`src/rtl/dunit_loader.sv`:
```
// Debug-unit program loader: packs UART bytes MSB-first into 32-bit words and
// writes them into the fetch-stage instruction memory, gating the pipeline clock.
module dunit_loader #(
    parameter int          NB_REG    = 32,
    parameter int          NB_WIDHT  = 9,
    parameter int          NB_BYTE   = 8,
    parameter logic [31:0] HALT_WORD = 32'hFFFFFFFF
) (
    input  logic                i_clk,
    input  logic                i_reset,
    input  logic                i_start_load,
    input  logic [NB_BYTE-1:0]  i_rx_data,
    input  logic                i_rx_valid,
    output logic                o_dunit_w_en,
    output logic [NB_WIDHT-1:0] o_dunit_addr,
    output logic [NB_REG-1:0]   o_dunit_data,
    output logic                o_dunit_clk_en,
    output logic                o_busy,
    output logic                o_load_done,
    output logic                o_overflow
);

    typedef enum logic [1:0] {IDLE, RECV, DONE, ERROR} state_t;

    localparam logic [NB_WIDHT-1:0] ADDR_LAST = {{(NB_WIDHT-2){1'b1}}, 2'b00};
    localparam logic [NB_WIDHT-1:0] ADDR_STEP = NB_WIDHT'(4);

    state_t              state_q,   state_d;
    logic [1:0]          cnt_q,     cnt_d;
    logic [NB_WIDHT-1:0] waddr_q,   waddr_d;
    logic [NB_REG-1:0]   shift_q,   shift_d;
    logic                w_en_q,    w_en_d;
    logic [NB_WIDHT-1:0] addr_q,    addr_d;
    logic [NB_REG-1:0]   data_q,    data_d;
    logic                clk_en_q,  clk_en_d;
    logic                busy_q,    busy_d;
    logic                done_q,    done_d;
    logic                ovf_q,     ovf_d;
    logic [NB_REG-1:0]   word;

    assign word = {shift_q[NB_REG-NB_BYTE-1:0], i_rx_data};

    always_comb begin
        state_d  = state_q;
        cnt_d    = cnt_q;
        waddr_d  = waddr_q;
        shift_d  = shift_q;
        w_en_d   = 1'b0;
        addr_d   = addr_q;
        data_d   = data_q;
        clk_en_d = clk_en_q;
        busy_d   = busy_q;
        done_d   = done_q;
        ovf_d    = ovf_q;

        // A restart beats everything, including a byte arriving on the same cycle.
        if (i_start_load) begin
            state_d  = RECV;
            cnt_d    = 2'd0;
            waddr_d  = '0;
            shift_d  = '0;
            clk_en_d = 1'b0;
            busy_d   = 1'b1;
            done_d   = 1'b0;
            ovf_d    = 1'b0;
        end else if (state_q == RECV && i_rx_valid) begin
            if (cnt_q == 2'd3) begin
                cnt_d   = 2'd0;
                shift_d = '0;
                w_en_d  = 1'b1;
                addr_d  = waddr_q;
                data_d  = word;
                if (word == HALT_WORD) begin
                    state_d  = DONE;
                    waddr_d  = waddr_q + ADDR_STEP;
                    clk_en_d = 1'b1;
                    busy_d   = 1'b0;
                    done_d   = 1'b1;
                end else if (waddr_q == ADDR_LAST) begin
                    // Memory is full: stop here rather than wrap onto word 0.
                    state_d  = ERROR;
                    clk_en_d = 1'b0;
                    busy_d   = 1'b0;
                    ovf_d    = 1'b1;
                end else begin
                    waddr_d = waddr_q + ADDR_STEP;
                end
            end else begin
                cnt_d   = cnt_q + 2'd1;
                shift_d = word;
            end
        end
    end

    always_ff @(posedge i_clk or negedge i_reset) begin
        if (!i_reset) begin
            state_q  <= IDLE;
            cnt_q    <= 2'd0;
            waddr_q  <= '0;
            shift_q  <= '0;
            w_en_q   <= 1'b0;
            addr_q   <= '0;
            data_q   <= '0;
            clk_en_q <= 1'b0;
            busy_q   <= 1'b0;
            done_q   <= 1'b0;
            ovf_q    <= 1'b0;
        end else begin
            state_q  <= state_d;
            cnt_q    <= cnt_d;
            waddr_q  <= waddr_d;
            shift_q  <= shift_d;
            w_en_q   <= w_en_d;
            addr_q   <= addr_d;
            data_q   <= data_d;
            clk_en_q <= clk_en_d;
            busy_q   <= busy_d;
            done_q   <= done_d;
            ovf_q    <= ovf_d;
        end
    end

    assign o_dunit_w_en   = w_en_q;
    assign o_dunit_addr   = addr_q;
    assign o_dunit_data   = data_q;
    assign o_dunit_clk_en = clk_en_q;
    assign o_busy         = busy_q;
    assign o_load_done    = done_q;
    assign o_overflow     = ovf_q;

endmodule

```
`config.mk`:
```
export PLATFORM = sky130hd
export DESIGN_NAME = dunit_loader
export DESIGN_NICKNAME = d
export VERILOG_FILES = /design/src/rtl/dunit_loader.sv
export SDC_FILE = /design/constraint.sdc
export NUM_CORES = 1
export LEC_CHECK = 0
export CORE_ASPECT_RATIO = 1.2
export CORE_MARGIN = 2
export CORE_UTILIZATION = 50
export CTS_CLUSTER_DIAMETER = 30
export DETAILED_ROUTE_END_ITERATION = 7
export PLACE_DENSITY_LB_ADDON = 0.12
export SLEW_MARGIN = 20
export SYNTH_ARGS = -nofsm -noshare
export SYNTH_HDL_FRONTEND = slang
export SYNTH_SLANG_ARGS = --single-unit
export TNS_END_PERCENT = 30
```
`constraint.sdc`:
```
create_clock -name i_clk -period 5.3 [get_ports i_clk]
set_clock_uncertainty 0.1 [all_clocks]
set_input_delay 1.06 -clock i_clk [delete_from_list [all_inputs] [get_ports i_clk]]
set_output_delay 1.06 -clock i_clk [all_outputs]
set_load 0.01 [all_outputs]
```
-- Yosys cells after proc, flatten, opt, wreduce, memory -nomap -nowiden
Index checks and enable logic that the tools add are counted.
- output and inout bits: 46
- input port bits: 12
- bits in writable memories: 0
- memories kept: 0
- bits in latches: 0
- logic and storage cells: 68
- register bits after elaboration: 83
- memory bits (read-only): 0
- multipliers: 0
- mux-type cells: 37
- eq/ne operators: 6
- reduce and logical (&&, ||, !) cells: 11
- bitwise operators: 1
- $lt $le $gt $ge: 0
- $add $sub $neg: 2
- div/mod/pow operators: 0
- shift-type cells: 0
- operators by type and width (cell ; number):
    24-bit two-way mux ; 3
    9-bit two-way mux ; 5
    32-bit equality test, second input constant ; 1
    1-bit two-way mux ; 21
    2-bit two-way mux ; 8
    3-bit AND reduction ; 4
    9-bit by 3-bit adder with 9-bit output, second input constant ; 1
    9-bit equality test, second input constant ; 1
    2-bit nonzero test ; 4
    4-bit AND reduction ; 1
    3-bit inequality test, second input constant ; 1
    3-bit nonzero test ; 1
    2-bit by 1-bit adder with 2-bit output, second input constant ; 1
    2-bit by 1-bit equality test with 1-bit output, second input constant ; 1
    2-bit equality test, second input constant ; 1
    2-bit inequality test, second input constant ; 1
    1-bit logical AND ; 1
    1-bit inverter ; 1

-- Longest topological paths before layout
- depth after elaboration: 6
- mapped depth: 8
- gate-level depth less buffers: 8

-- Worst setup path after synthesis
Ideal clock, no wire load.
- path kind: input port to flip-flop
- start: input i_rx_data[3]
- end: register waddr_q[2]
- buffers on the path: 0
- stages on the path: 5
- library setup time: 0.125 ns
- path slack: 2.811 ns
- required time: 5.075 ns
- arrival: 2.264 ns
- path through: nand4_1 nor4_2 a21oi_2 nor2_1 mux2_2
- cells in the longest elaborated chain, start to end: 5
- elaborated cells on any way between the ends: 7
- those cells by class: eq/ne (2); mux (4); reduce/logical (1)
- ends and longest elaborated chain (what ; RTL line ; RTL):
    start: declaration ; 12 ; input logic [NB_BYTE-1:0] i_rx_data,
    32-bit equality test * ; 73 ; if (word == HALT_WORD) begin
    9-bit two-way mux ; 73 ;
    9-bit two-way mux ; 67 ; if (cnt_q == 2'd3) begin
    9-bit two-way mux ; 66 ; end else if (state_q == RECV && i_rx_valid) begin
    9-bit two-way mux ; 57 ; if (i_start_load) begin
    end signal: assignment ; 111 ; waddr_q <= waddr_d;
    end: declaration ; 30 ; logic [NB_WIDHT-1:0] waddr_q, waddr_d;
Every way passes the cells marked *; elsewhere a longest branch is shown, timed or not. The select of a mux whose other input is x is not followed.
A chain may end at the register's enable or synchronous reset.

-- Worst setup path after layout
- start: input i_rx_valid
- end: register data_q[16] (netlist: o_dunit_data[16])
- cells in the longest elaborated chain, start to end: 2
- ends and longest elaborated chain (what ; RTL line ; RTL):
    start: declaration ; 13 ; input logic i_rx_valid,
    1-bit logical AND ; 66 ;
    3-bit AND reduction (no line) ; n/a ;
    end signal: assignment ; 115 ; data_q <= data_d;
    end: declaration ; 34 ; logic [NB_REG-1:0] data_q, data_d;
Every way passes these cells.

==> metrics <==
WHS Path Cells=1; Rows=31; critical path data required time=5.43 ns; DP HPWL=4.03 mm; CP arrival=3.15 ns; layout cells sized above 1=23.0%; synth unique cells=33; Clock Power Share=39.3%; RSZ-0062 raised after global routing=no; Fmax=331 MHz; worst-margin pin slew=0.963 ns; post-CTS setup buffers=0; core box area=6050 sq um; Post-Route WL=6.22 mm; count leader, synth=dfrtp_1; Static Leak=1.83 nW; Pint=0.973 mW; post_cts resized=0; global route total overflow=0; Mapped Cells=227; Slew Viols, Final=0; async set-or-reset flop fraction in the synthesized netlist=100%; crit-path max FO=22; TNS Setup=0 ns; cts hold-fix bufs=0; Worst-Skew Late Latency=0.34 ns; most frequent cells after synthesis=dfrtp_1 (79), mux2_2 (40), a22o_1 (23), a21oi_1 (9), nand4_1 (9); Worst R2R Path Depth=8; I/O pins=58; Via density=5.47; Primary FF master, synth=dfrtp_1; Crit Path Class=in -> reg; top post-synthesis cells by area=dfrtp_1 (63%), mux2_2 (14%), a22o_1 (6.4%); Pre-antenna DRT Iters=4; clk root buf=clkbuf_8; Initial DRC Count=150; P per Cell Area=311 nW/um^2; largest family of logic cells by synthesized area=multiplexers; Mean Syn Cell Area=13.8 sq um; Post-Place Cell Area=3760 sq um; part of the power in combinational logic=8.7%; n_diodes=0; post-route cell area=4010 sq um; Synth Area in Adders=1.19%; PortBufs=55; final setup fails=0; area delta synth->final=27.5%; Max transition margin=35.8%; # DRC=0; clock sinks=79; top cell type's share of synthesized area=62.9%; CTS H-tree lvls=3; Synth Area in Simple Gates=7.88%; Num CTS Buffers=9; XOR/XNOR Fraction of Synth Area=0.279%; CTS clk-pin slew, worst paths=0.07 ns; mux contribution to synthesized area=15.0%; Worst setup EP type=register; largest net degree at the start of global routing=80; EDFF count, synth=0; startpoint types=input port; yosys warns=0; wire length per cell=16.8 um; Mapped Area=3140 sq um; initial antenna violation count=0; vias in the first global route=2051; Routed Antenna Nets=0; die area=6940 sq um; Hold WC Path Type=reg -> reg; Max Root-Sink Buffers=2; MaxCap Viol Count=0; TritonCTS clock tree=done; nets=299; DR vias=2020; post-route clock period utilization=57.0%; peak supply drop=0.201 mV; switching pwr=0.271 mW; Seq cells post-synth=79; minimum clock period=3.02 ns; Reg power frac=52.0%; RD Place Congestion=0.790; first-pass GRT wire length=10.4 mm; Initial Util=51.9%; die width=76.4 um; die height=90.9 um; status=finished, final reports clean; final-report hold violation count=0; post-synthesis compound-gate area fraction=10.1%; post-synthesis sequential area ratio=62.9%; Sw Share=21.8%; cell taking the most area after synthesis=dfrtp_1; Global Route Usage Sum=19.4%
sequential cells by signal, indices dropped and copies added (netlist names), 2 cells and up:
register,cells
state_q,2
shift_q,24
cnt_q,2
o_dunit_addr,7
o_dunit_data,32
waddr_q,7
cells by family after synthesis:
family          after synthesis
other cells                   1
xor+xnor                      1
simple gates                 42
flops                        79
compound gates               42
buf+inv                      17
mux                          42
fa+ha+maj                     3
cells in the final DEF, fill, tap and decap left out, drive strengths merged:
master / netlist / layout
bufinv: 0 / 2
nand2: 5 / 5
nand2b: 4 / 4
nand3b: 1 / 1
xnor2: 1 / 1
o21bai: 1 / 1
a22o: 24 / 24
nor3: 1 / 1
clkdlybuf4s50: 0 / 54
clkinvlp: 0 / 1
nand3: 3 / 3
nor2: 7 / 7
or3: 4 / 4
ha: 3 / 3
inv: 4 / 4
mux2: 40 / 40
or4: 1 / 1
o31ai: 1 / 1
mux2i: 2 / 2
o21ba: 1 / 1
nand4: 9 / 9
dfrtp: 79 / 79
buf: 7 / 4
clkbuf: 6 / 11
a21oi: 10 / 10
nor4: 2 / 2
o21ai: 4 / 4
and3: 3 / 3
nor2b: 1 / 1
a21o: 1 / 1
and3b: 1 / 1
conb: 1 / 2
power by group through the flow:
stage	Sequential, mW	Clock [mW]	Combinational (mW)
detailed placement	0.659	0	0.109
floorplan	0.662	0	0.0376
global placement	0.658	0	0.108
finish	0.647	0.489	0.108
global route	0.650	0.527	0.117
CTS	0.647	0.503	0.110
metal layers:
metal | global-route usage (%) | vias to the layer above | part of all wire (%)
met5 | 0 | - | 0
met4 | 8.18 | 0 | 1.6
met3 | 4.80 | 9 | 4.0
met2 | 32.0 | 48 | 51
met1 | 24.4 | 1028 | 44
li1 | - | 935 | -
metrics by stage:
stage	setup WS, ns	std cells	util [%]	power, mW	hold WS, ns
2_1_floorplan	2.81	228	-	0.700	0.364
3_3_place_gp	1.72	354	62.1	0.766	0.376
3_5_place_dp	1.68	354	62.1	0.768	0.389
4_1_cts	2.07	368	65.8	1.26	0.407
5_1_grt	2.14	369	66.2	1.29	0.425
6_report	2.28	369	66.2	1.24	0.407
area by class of cell:
class	count	area (sq um)
fillers	500	2040
well taps	82	103
inverters	4	15.0
flip-flops and latches	79	1980
clock buffers	11	151
repair buffers	58	591
clock inverters	3	67.6
multi-input cells	132	1100
critical path, stage by stage:
cell             delay, ns
clkdlybuf4s50_1       0.48
and3b_1               0.34
nand2_2               0.18
nor2_4                0.49
buf_16                0.24
mux2_2                0.34
worst paths after layout:
check,startpoint,endpoint,slack (ns)
worst max-delay path,i_rx_valid,o_dunit_data[16],2.28
worst min-delay path,o_dunit_addr[4],o_dunit_addr[4],0.41
worst max register to register,waddr_q[2],waddr_q[2],2.94
worst min register to register,o_dunit_addr[4],o_dunit_addr[4],0.41
max in group asynchronous,i_reset,o_dunit_data[1],3.71
min in group asynchronous,i_reset,o_busy,0.75
No activity file was read; power rests on OpenSTA's default activity.
